**config.mk**
```make
export PLATFORM = sky130hd
export DESIGN_NAME = cmd_frame_parser
export DESIGN_NICKNAME = d
export VERILOG_FILES = /design/src/rtl/cmd_frame_parser_pkg.sv /design/src/rtl/cmd_frame_parser_wrap_cnt16.sv /design/src/rtl/cmd_frame_parser.sv
export SDC_FILE = /design/constraint.sdc
export NUM_CORES = 1
export LEC_CHECK = 0
export CAP_MARGIN = 20
export CORE_ASPECT_RATIO = 0.9
export CORE_MARGIN = 1
export CORE_UTILIZATION = 48
export DETAILED_ROUTE_END_ITERATION = 10
export PLACE_DENSITY = 0.76
export SYNTH_ARGS = -nofsm -noshare
export SYNTH_HDL_FRONTEND = slang
export SYNTH_SLANG_ARGS = --single-unit
```
**constraint.sdc**
```tcl
create_clock -name clk_in -period 2.5 [get_ports clk_in]
set_input_delay 0.625 -clock clk_in [delete_from_list [all_inputs] [get_ports clk_in]]
set_output_delay 0.625 -clock clk_in [all_outputs]
set_load 0.01 [all_outputs]
```
**src/rtl/cmd_frame_parser_pkg.sv**
```systemverilog
// cmd_frame_parser_pkg: frame constants, address window and parser state encoding
package cmd_frame_parser_pkg;
  localparam logic [7:0] HDR0 = 8'hEB;
  localparam logic [7:0] HDR1 = 8'h90;
  localparam logic [7:0] ADDR_MIN = 8'h02;
  localparam logic [7:0] ADDR_MAX = 8'h15;
  localparam logic [15:0] TIMEOUT_CYC_DEF = 16'd50000;
  localparam logic [3:0] WR_PULSE_CYC_DEF = 4'd2;
  typedef enum logic [2:0] {
    S_IDLE  = 3'd0,
    S_HDR1  = 3'd1,
    S_ADDR  = 3'd2,
    S_DHI   = 3'd3,
    S_DLO   = 3'd4,
    S_CHK   = 3'd5,
    S_WRITE = 3'd6
  } state_t;
  function automatic logic addr_in_range(input logic [7:0] a);
    return (a >= ADDR_MIN) && (a <= ADDR_MAX);
  endfunction
endpackage

```
**src/rtl/cmd_frame_parser_wrap_cnt16.sv**
```systemverilog
// wrap_cnt16: 16-bit wrapping event counter with synchronous clear
module wrap_cnt16 (
  input  logic        clk,
  input  logic        rst,
  input  logic        inc,
  output logic [15:0] cnt
);
  logic [15:0] cnt_q, cnt_d;
  // next count, wraps naturally at 16 bits
  always_comb cnt_d = inc ? cnt_q + 16'd1 : cnt_q;
  // count register
  always_ff @(posedge clk)
    cnt_q <= rst ? 16'd0 : cnt_d;
  assign cnt = cnt_q;
endmodule

```
**src/rtl/cmd_frame_parser.sv**
```systemverilog
// cmd_frame_parser: assembles 6-byte telecommand frames and issues register writes
module cmd_frame_parser
  import cmd_frame_parser_pkg::*;
#(
  parameter logic [15:0] TIMEOUT_CYC  = TIMEOUT_CYC_DEF,
  parameter logic [3:0]  WR_PULSE_CYC = WR_PULSE_CYC_DEF
) (
  input  logic        clk_in,
  input  logic        rst_in,
  input  logic [7:0]  rx_byte_in,
  input  logic        rx_valid_in,
  output logic        wr_out,
  output logic [7:0]  wr_addr_out,
  output logic [15:0] wr_data_out,
  output logic        busy_out,
  output logic [15:0] frame_ok_cnt_out,
  output logic [15:0] chk_err_cnt_out,
  output logic [15:0] addr_err_cnt_out,
  output logic [15:0] timeout_cnt_out
);
  state_t      state_q, state_d;
  logic        busy_q;
  logic        wr_q, wr_d;
  logic [7:0]  addr_q, addr_d;
  logic [7:0]  sum_q, sum_d;
  logic [15:0] data_q, data_d;
  logic [7:0]  wr_addr_q, wr_addr_d;
  logic [15:0] wr_data_q, wr_data_d;
  logic [15:0] gap_q, gap_d;
  logic [3:0]  pcnt_q, pcnt_d;
  logic        in_frame, tmo, chk_ok, rng_ok, at_chk, accept, chk_inc, aerr_inc, pulse_done;
  assign in_frame   = (state_q != S_IDLE) && (state_q != S_WRITE);
  assign tmo        = in_frame && !rx_valid_in && (gap_q == TIMEOUT_CYC - 16'd1);
  assign chk_ok     = sum_q == rx_byte_in;
  assign rng_ok     = addr_in_range(addr_q);
  assign at_chk     = rx_valid_in && (state_q == S_CHK);
  assign accept     = at_chk && chk_ok && rng_ok;
  assign chk_inc    = at_chk && !chk_ok;
  assign aerr_inc   = at_chk && chk_ok && !rng_ok;
  assign pulse_done = pcnt_q == WR_PULSE_CYC;
  // state register; busy follows the next state so both change on the same edge
  always_ff @(posedge clk_in) begin
    state_q <= rst_in ? S_IDLE : state_d;
    busy_q  <= rst_in ? 1'b0 : (state_d != S_IDLE);
  end
  // next state: a timeout drops the frame, bytes only advance the hunt outside S_WRITE
  always_comb begin
    state_d = state_q;
    if (tmo)
      state_d = S_IDLE;
    else if (rx_valid_in)
      case (state_q)
        S_IDLE:  state_d = (rx_byte_in == HDR0) ? S_HDR1 : S_IDLE;
        S_HDR1:  state_d = (rx_byte_in == HDR1) ? S_ADDR : (rx_byte_in == HDR0) ? S_HDR1 : S_IDLE;
        S_ADDR:  state_d = S_DHI;
        S_DHI:   state_d = S_DLO;
        S_DLO:   state_d = S_CHK;
        S_CHK:   state_d = (chk_ok && rng_ok) ? S_WRITE : S_IDLE;
        default: state_d = state_q;
      endcase
    if ((state_q == S_WRITE) && pulse_done)
      state_d = S_IDLE;
  end
  // field capture, running checksum, gap timer and write strobe
  always_comb begin
    gap_d     = (rx_valid_in || !in_frame || tmo) ? 16'd0 : gap_q + 16'd1;
    addr_d    = (rx_valid_in && state_q == S_ADDR) ? rx_byte_in : addr_q;
    sum_d     = !rx_valid_in ? sum_q :
                (state_q == S_ADDR) ? rx_byte_in :
                (state_q == S_DHI || state_q == S_DLO) ? sum_q + rx_byte_in : sum_q;
    data_d    = {(rx_valid_in && state_q == S_DHI) ? rx_byte_in : data_q[15:8],
                 (rx_valid_in && state_q == S_DLO) ? rx_byte_in : data_q[7:0]};
    wr_addr_d = accept ? addr_q : wr_addr_q;
    wr_data_d = accept ? data_q : wr_data_q;
    wr_d      = accept || ((state_q == S_WRITE) && !pulse_done);
    pcnt_d    = accept ? 4'd1 : ((state_q == S_WRITE) && !pulse_done) ? pcnt_q + 4'd1 : 4'd0;
  end
  // datapath registers
  always_ff @(posedge clk_in) begin
    if (rst_in) begin
      wr_q      <= 1'b0;
      addr_q    <= 8'd0;
      sum_q     <= 8'd0;
      data_q    <= 16'd0;
      wr_addr_q <= 8'd0;
      wr_data_q <= 16'd0;
      gap_q     <= 16'd0;
      pcnt_q    <= 4'd0;
    end else begin
      wr_q      <= wr_d;
      addr_q    <= addr_d;
      sum_q     <= sum_d;
      data_q    <= data_d;
      wr_addr_q <= wr_addr_d;
      wr_data_q <= wr_data_d;
      gap_q     <= gap_d;
      pcnt_q    <= pcnt_d;
    end
  end
  wrap_cnt16 u_ok_cnt   (.clk(clk_in), .rst(rst_in), .inc(accept),   .cnt(frame_ok_cnt_out));
  wrap_cnt16 u_chk_cnt  (.clk(clk_in), .rst(rst_in), .inc(chk_inc),  .cnt(chk_err_cnt_out));
  wrap_cnt16 u_aerr_cnt (.clk(clk_in), .rst(rst_in), .inc(aerr_inc), .cnt(addr_err_cnt_out));
  wrap_cnt16 u_tmo_cnt  (.clk(clk_in), .rst(rst_in), .inc(tmo),      .cnt(timeout_cnt_out));
  assign wr_out      = wr_q;
  assign wr_addr_out = wr_addr_q;
  assign wr_data_out = wr_data_q;
  assign busy_out    = busy_q;
endmodule

```
Yosys cells after proc, flatten, opt, wreduce, memory -nomap -nowiden
Cells that the tools add are included.
Widths: inputs -> output; s select.
{"block": "totals", "ff_bits": 145, "input_bits": 11, "output_inout_bits": 90, "word_cells": 80}
{"block": "classes", "addsub": 7, "magnitude_cmp": 2, "n_eq_ne": 12, "n_mux": 11, "bitwise_logic": 1, "reduce_logical": 31}
{"operator": "$add 16x1->16 const B", "count": 5}
{"operator": "$pmux 3 s6", "count": 1}
{"operator": "$eq 16x16->1 const B", "count": 1}
{"operator": "$eq 8x8->1 const B", "count": 2}
{"operator": "$mux 8", "count": 2}
{"operator": "$logic_and 1x1->1", "count": 15}
{"operator": "$mux 3", "count": 4}
{"operator": "$eq 3x3->1 const B", "count": 3}
{"operator": "$add 8x8->8", "count": 1}
{"operator": "$eq 8x8->1", "count": 1}
{"operator": "$ge 8x2->1 const B", "count": 1}
{"operator": "$le 8x5->1 const B", "count": 1}
{"operator": "$eq 3x2->1 const B", "count": 2}
{"operator": "$reduce_bool 3->1", "count": 2}
{"operator": "$logic_not 1->1", "count": 5}
{"operator": "$add 4x1->4 const B", "count": 1}
{"operator": "$eq 4x2->1 const B", "count": 1}
{"operator": "$logic_or 1x1->1", "count": 4}
{"operator": "$eq 3x1->1 const B", "count": 1}
{"operator": "$logic_not 3->1", "count": 1}
{"operator": "$mux 1", "count": 3}
{"operator": "$ne 3x3->1 const B", "count": 1}
{"operator": "$reduce_or 3->1", "count": 1}
{"operator": "$mux 2", "count": 1}
{"operator": "other kinds (4)", "count": 4}

Longest topological paths before layout
{"block": "depth", "word_depth": 9, "depth_mapped": 9, "mapped_depth_nobuf": 9}

Cells and area by module
A second synthesis with hierarchy kept.
{"block": "hier_totals", "hier_cells": 730, "hier_area_um2": 6660.1}
{"mod": "cmd_frame_parser", "n_inst": 1, "cells_each": 398, "area_per_inst_um2": 3632.2, "seq_area_each_um2": 1621.6}
{"mod": "wrap_cnt16", "n_inst": 4, "cells_each": 83, "area_per_inst_um2": 757.0, "seq_area_each_um2": 320.3}

Worst setup path before layout
No wires, ideal clock.
{"block": "synth_timing", "path_type": "input-to-reg", "startpoint": "input port rx_byte_in[5]", "endpoint": "register u_ok_cnt.cnt_q[7] (netlist: u_ok_cnt.cnt[7])", "setup_ns": 0.128, "arrival_ns": 2.502, "setup_slack_ns": -0.129, "cell_stages": 9, "n_path_buf": 2, "path_cell_list": "ha_1 -> nor4_1 -> nand3_1 -> or3_1 -> buf_2 -> buf_2 -> nor3_1 -> xnor2_1 -> nor2_1"}
{"block": "synth_via", "elab_chain_cells": 3}
{"element": "start, declared", "line": "cmd_frame_parser.sv:10", "rtl": "input logic [7:0] rx_byte_in,"}
{"element": "$eq 8x8->1", "line": "cmd_frame_parser.sv:34", "rtl": "assign chk_ok = sum_q == rx_byte_in;"}
{"element": "$logic_and 1x1->1 (2 in a row)", "line": "cmd_frame_parser.sv:37", "rtl": "assign accept = at_chk && chk_ok && rng_ok;"}
{"element": "end signal, assigned", "line": "cmd_frame_parser_wrap_cnt16.sv:13", "rtl": "cnt_q <= rst ? 16'd0 : cnt_d;"}
{"element": "end, declared", "line": "cmd_frame_parser_wrap_cnt16.sv:8", "rtl": "logic [15:0] cnt_q, cnt_d;"}
No other way between the ends.
A chain may end at the register's enable or synchronous reset.

Final worst setup path
{"block": "layout_timing", "startpoint": "input port rx_byte_in[5]", "endpoint": "register u_aerr_cnt.cnt_q[9] (netlist: u_aerr_cnt.cnt[9])"}
{"block": "layout_via", "elab_chain_cells": 3}
{"element": "$eq 8x8->1", "line": "cmd_frame_parser.sv:34"}
{"element": "$logic_and 1x1->1 (2 in a row)", "line": "cmd_frame_parser.sv:39", "rtl": "assign aerr_inc = at_chk && chk_ok && !rng_ok;"}
{"element": "end signal, assigned", "line": "cmd_frame_parser_wrap_cnt16.sv:13"}
{"element": "end, declared", "line": "cmd_frame_parser_wrap_cnt16.sv:8"}
No other way between the ends.

==> summary.md <==
| Metric | Value |
|---|---|
| R2r startpoint | `sum_q[5]` |
| Vias in the first global route | `5418` |
| I/O Buffers | `100` |
| Final Cycle Share | `93.31%` |
| First-pass GRT wire length | `25380 um` |
| GRT Util Overall | `23.46%` |
| Worst Setup Start Kind | `primary input` |
| Clk buf depth | `2` |
| Hold EP | `wr_data_out[14]` |
| Row cnt | `39` |
| Critical Path AT | `2.63 ns` |
| EDFF count, synth | `0` |
| Antenna Cells | `0` |
| H-Tree Depth | `4` |
| R2R Setup Slk | `0.31 ns` |
| R2R depth | `8` |
| Root Driver | `clkbuf_16` |
| Final Instance Area | `8569 um2` |
| Worst EP required | `2.79 ns` |
| Starting Density | `49.57%` |
| Final Max Tran Viols | `0` |
| Vias per std cell | `5.387` |
| Synth Cell Area | `6337 um2` |
| Most numerous cell in the Yosys netlist | `dfxtp_1` |
| Wire per inst | `14.74 um` |
| Post-synth top cells | `dfxtp_1 (145), nor2_1 (111), nand2_1 (96), a21oi_1 (48), xnor2_1 (46)` |
| Antenna violations before repair | `0` |
| Final #Nets | `896` |
| Largest stage delay, worst path | `0.33 ns` |
| Mean area per synthesized cell | `8.495 um2` |
| Largest net degree at the start of global routing | `53` |
| 1st-iter DRT viols | `341` |
| Share of cells above drive strength 1 | `11.10%` |
| Initial DRT Pass Iterations | `4` |
| Cell variety after synth | `51` |
| CTS tree | `built` |
| Vias after detailed routing | `5640` |
| Ys flop type | `dfxtp_1` |
| Top post-synthesis cells by area | `dfxtp_1 (46%), nor2_1 (6.6%), xnor2_1 (6.4%)` |
| RSZ-0062 raised after global routing | `false` |
| FF+latch count, synth | `145` |
| Worst reg2reg path endpoint | `u_aerr_cnt.cnt[9]` |
| Worst Path Buf+Inv | `2` |
| Skew final | `0.009819 ns` |
| CP Capture Type | `flop` |
| Final Critical Period | `2.333 ns` |
| Slowest cell on the critical path | `nor4_2` |
| Post-Syn Instances | `746` |
| Placed cell area | `7711 um2` |
| Max frequency | `428.7 MHz` |
| Max_slew headroom | `48.33%` |
| Ports | `101` |
| Die Y | `111.0 um` |
| Setup CP Type | `in2reg` |
| Maxcap violations | `0` |
| Asr flop ratio synth | `0%` |
| Fill count | `1001` |
| Leakage power | `2.935 nW` |
| Final Hold Violating Endpoints | `0` |
| Worst-path cell chain | `dlygate4sd2_1 -> ha_4 -> nor4_4 -> nand3_2 -> buf_4 -> nand3b_2 -> nor4_2 -> xnor2_1 -> nor2_1` |
| Antenna-violating nets left | `0` |
| Later-pin clock latency in the skew report | `0.42 ns` |
| Post-DP HPWL | `10340 um` |
| Maximum vdd ir drop | `425.7 uV` |
| Power per cell area | `582.8 nW/um2` |
| CTS sink count | `145` |
| Drt total wl | `15430 um` |
| Area leader, netlist | `dfxtp_1` |
| Residual DRC | `0` |
| Hold Crit Depth | `2` |
| # setup viols final | `0` |
| Hold_sp | `data_q[14]` |
| Core region area | `12780 um2` |
| GR Overflow Total | `0` |
| Pwr Total | `4.995 mW` |
| Synth top area share | `45.80%` |
| HP Class | `reg2reg` |
| Syn_nets | `772` |
| Crit path max-delay family | `simple AND/OR/NAND/NOR gates` |
| Gpl congestion | `0.8792` |
| Outcome | `completed` |
| Area grow syn2layout | `35.22%` |
| Multi-input gate area in the final layout | `3495 um2` |
| CTS buffer count | `17` |
| Die ar. | `13670 um2` |
| Peak fanout along the critical path | `7` |
| Synth warnings | `0` |
| Worst-path clk slew | `0.06 ns` |
| Worst slew pin tran | `0.7722 ns` |
| Die W | `123.1 um` |
| Seq. cell area | `2903 um2` |
| Post-synthesis sequential area ratio | `45.80%` |
what timing repair did:
item	4_1_cts	5_1_grt
pin swaps	8	6
hold buffers	0	0
resized for setup	25	14
cloned	1	1
setup endpoints to repair	57	57
buffers inserted	2	0
power by group:
part	switching (mW)	internal (mW)
clock	0.915	1.65
combinational	0.0759	0.0456
sequential	0.0000631	2.31
layer usage:
metal  global-route usage, %  vias to the layer above  wire [um]
met3                   6.121                       17        696
met4                   7.309                        0        175
met2                   38.32                      125       7226
li1                        -                     2798          -
met5                       0                        -          0
met1                   29.92                     2700       7329
state kept, by name (all words and copies together) (netlist names), 3 cells and up:
| register | cells |
|---|---|
| u_tmo_cnt.cnt | 16 |
| wr_addr_out | 8 |
| gap_q | 16 |
| addr_q | 8 |
| u_ok_cnt.cnt | 16 |
| pcnt_q | 4 |
| u_aerr_cnt.cnt | 16 |
| state_q | 3 |
| u_chk_cnt.cnt | 16 |
| data_q | 16 |
| wr_data_out | 16 |
| sum_q | 8 |
logic make-up (layout without fill, tap and decap cells):
| family | Yosys count | after routing | synth area share, % |
|---|---|---|---|
| mux | 21 | 21 | 3.317 |
| fa+ha+maj | 15 | 15 | 3.080 |
| buf+inv | 55 | 190 | 3.554 |
| flops | 145 | 145 | 45.80 |
| compound gates | 95 | 95 | 8.648 |
| xor+xnor | 67 | 67 | 9.260 |
| simple gates | 348 | 350 | 26.34 |
how the worst max path moves through the flow:
stage                             start            endpoint  slack, ns  cells after the start
after global placement    rx_byte_in[1]    u_ok_cnt.cnt[15]      -0.74                      8
after CTS                 rx_byte_in[3]     u_ok_cnt.cnt[3]       0.01                      8
after detailed placement  rx_byte_in[1]  u_aerr_cnt.cnt[11]      -0.79                      9
after global routing      rx_byte_in[7]   u_chk_cnt.cnt[15]       0.08                      8
final                     rx_byte_in[5]   u_aerr_cnt.cnt[9]       0.17                      9
after floorplan           rx_byte_in[1]     u_ok_cnt.cnt[9]     -0.006                      8
stage by stage:
step / util [%] / TNS [ns] / setup WS, ns / cells / hold WS, ns
3_5_place_dp: 60.32 / -40.90 / -0.7877 / 1011 / 0.4453
2_1_floorplan: - / -0.02340 / -0.005934 / 746 / 0.4300
6_report: 67.03 / 0 / 0.1673 / 1047 / 0.4539
3_3_place_gp: 60.32 / -38.85 / -0.7359 / 1011 / 0.4409
4_1_cts: 66.11 / 0 / 0.01033 / 1046 / 0.4539
5_1_grt: 67.03 / 0 / 0.08079 / 1047 / 0.4767
worst register-to-register path, stage by stage (launching register included):
cell,delay [ns]
dfxtp_1,0.37
ha_4,0.23
nor4_4,0.27
nand3_2,0.15
buf_4,0.19
nand3b_2,0.31
nor4_2,0.33
xnor2_1,0.16
nor2_1,0.06
cells in the final DEF (no fill, tap or decap), types with 3 or more instances in the layout:
master,instances
bufinv_16,3
dlygate4sd2_1,4
xor2_1,21
mux2i_1,21
inv_1,21
clkbuf_1,7
and3_1,8
ha_4,5
nand2_1,96
clkbuf_8,3
xnor2_1,46
nor3_1,13
nor2_1,111
nor3b_1,4
nand2b_1,4
nand4_1,18
clkbuf_16,17
nor2b_1,8
a21oi_1,48
o211ai_1,4
ha_1,9
nor4_2,5
nand3_1,24
a211oi_1,3
or3_1,17
a31oi_1,3
clkdlybuf4s50_1,92
buf_4,36
a311oi_1,3
dlymetal6s2s_1,3
and2_1,6
o21ai_0,23
dfxtp_1,145
nor3_2,6
nor4_4,9
cell type report:
type / instances / share of cell area (%)
sequential: 145 / 33.87
timing repair buffer: 137 / 15.11
multi-input combinational: 548 / 40.78
tap: 164 / 2.395
clock inverter: 5 / 1.168
inverter: 21 / 0.9198
clock buffer: 27 / 5.753
Power figures use the tool's default switching activity.
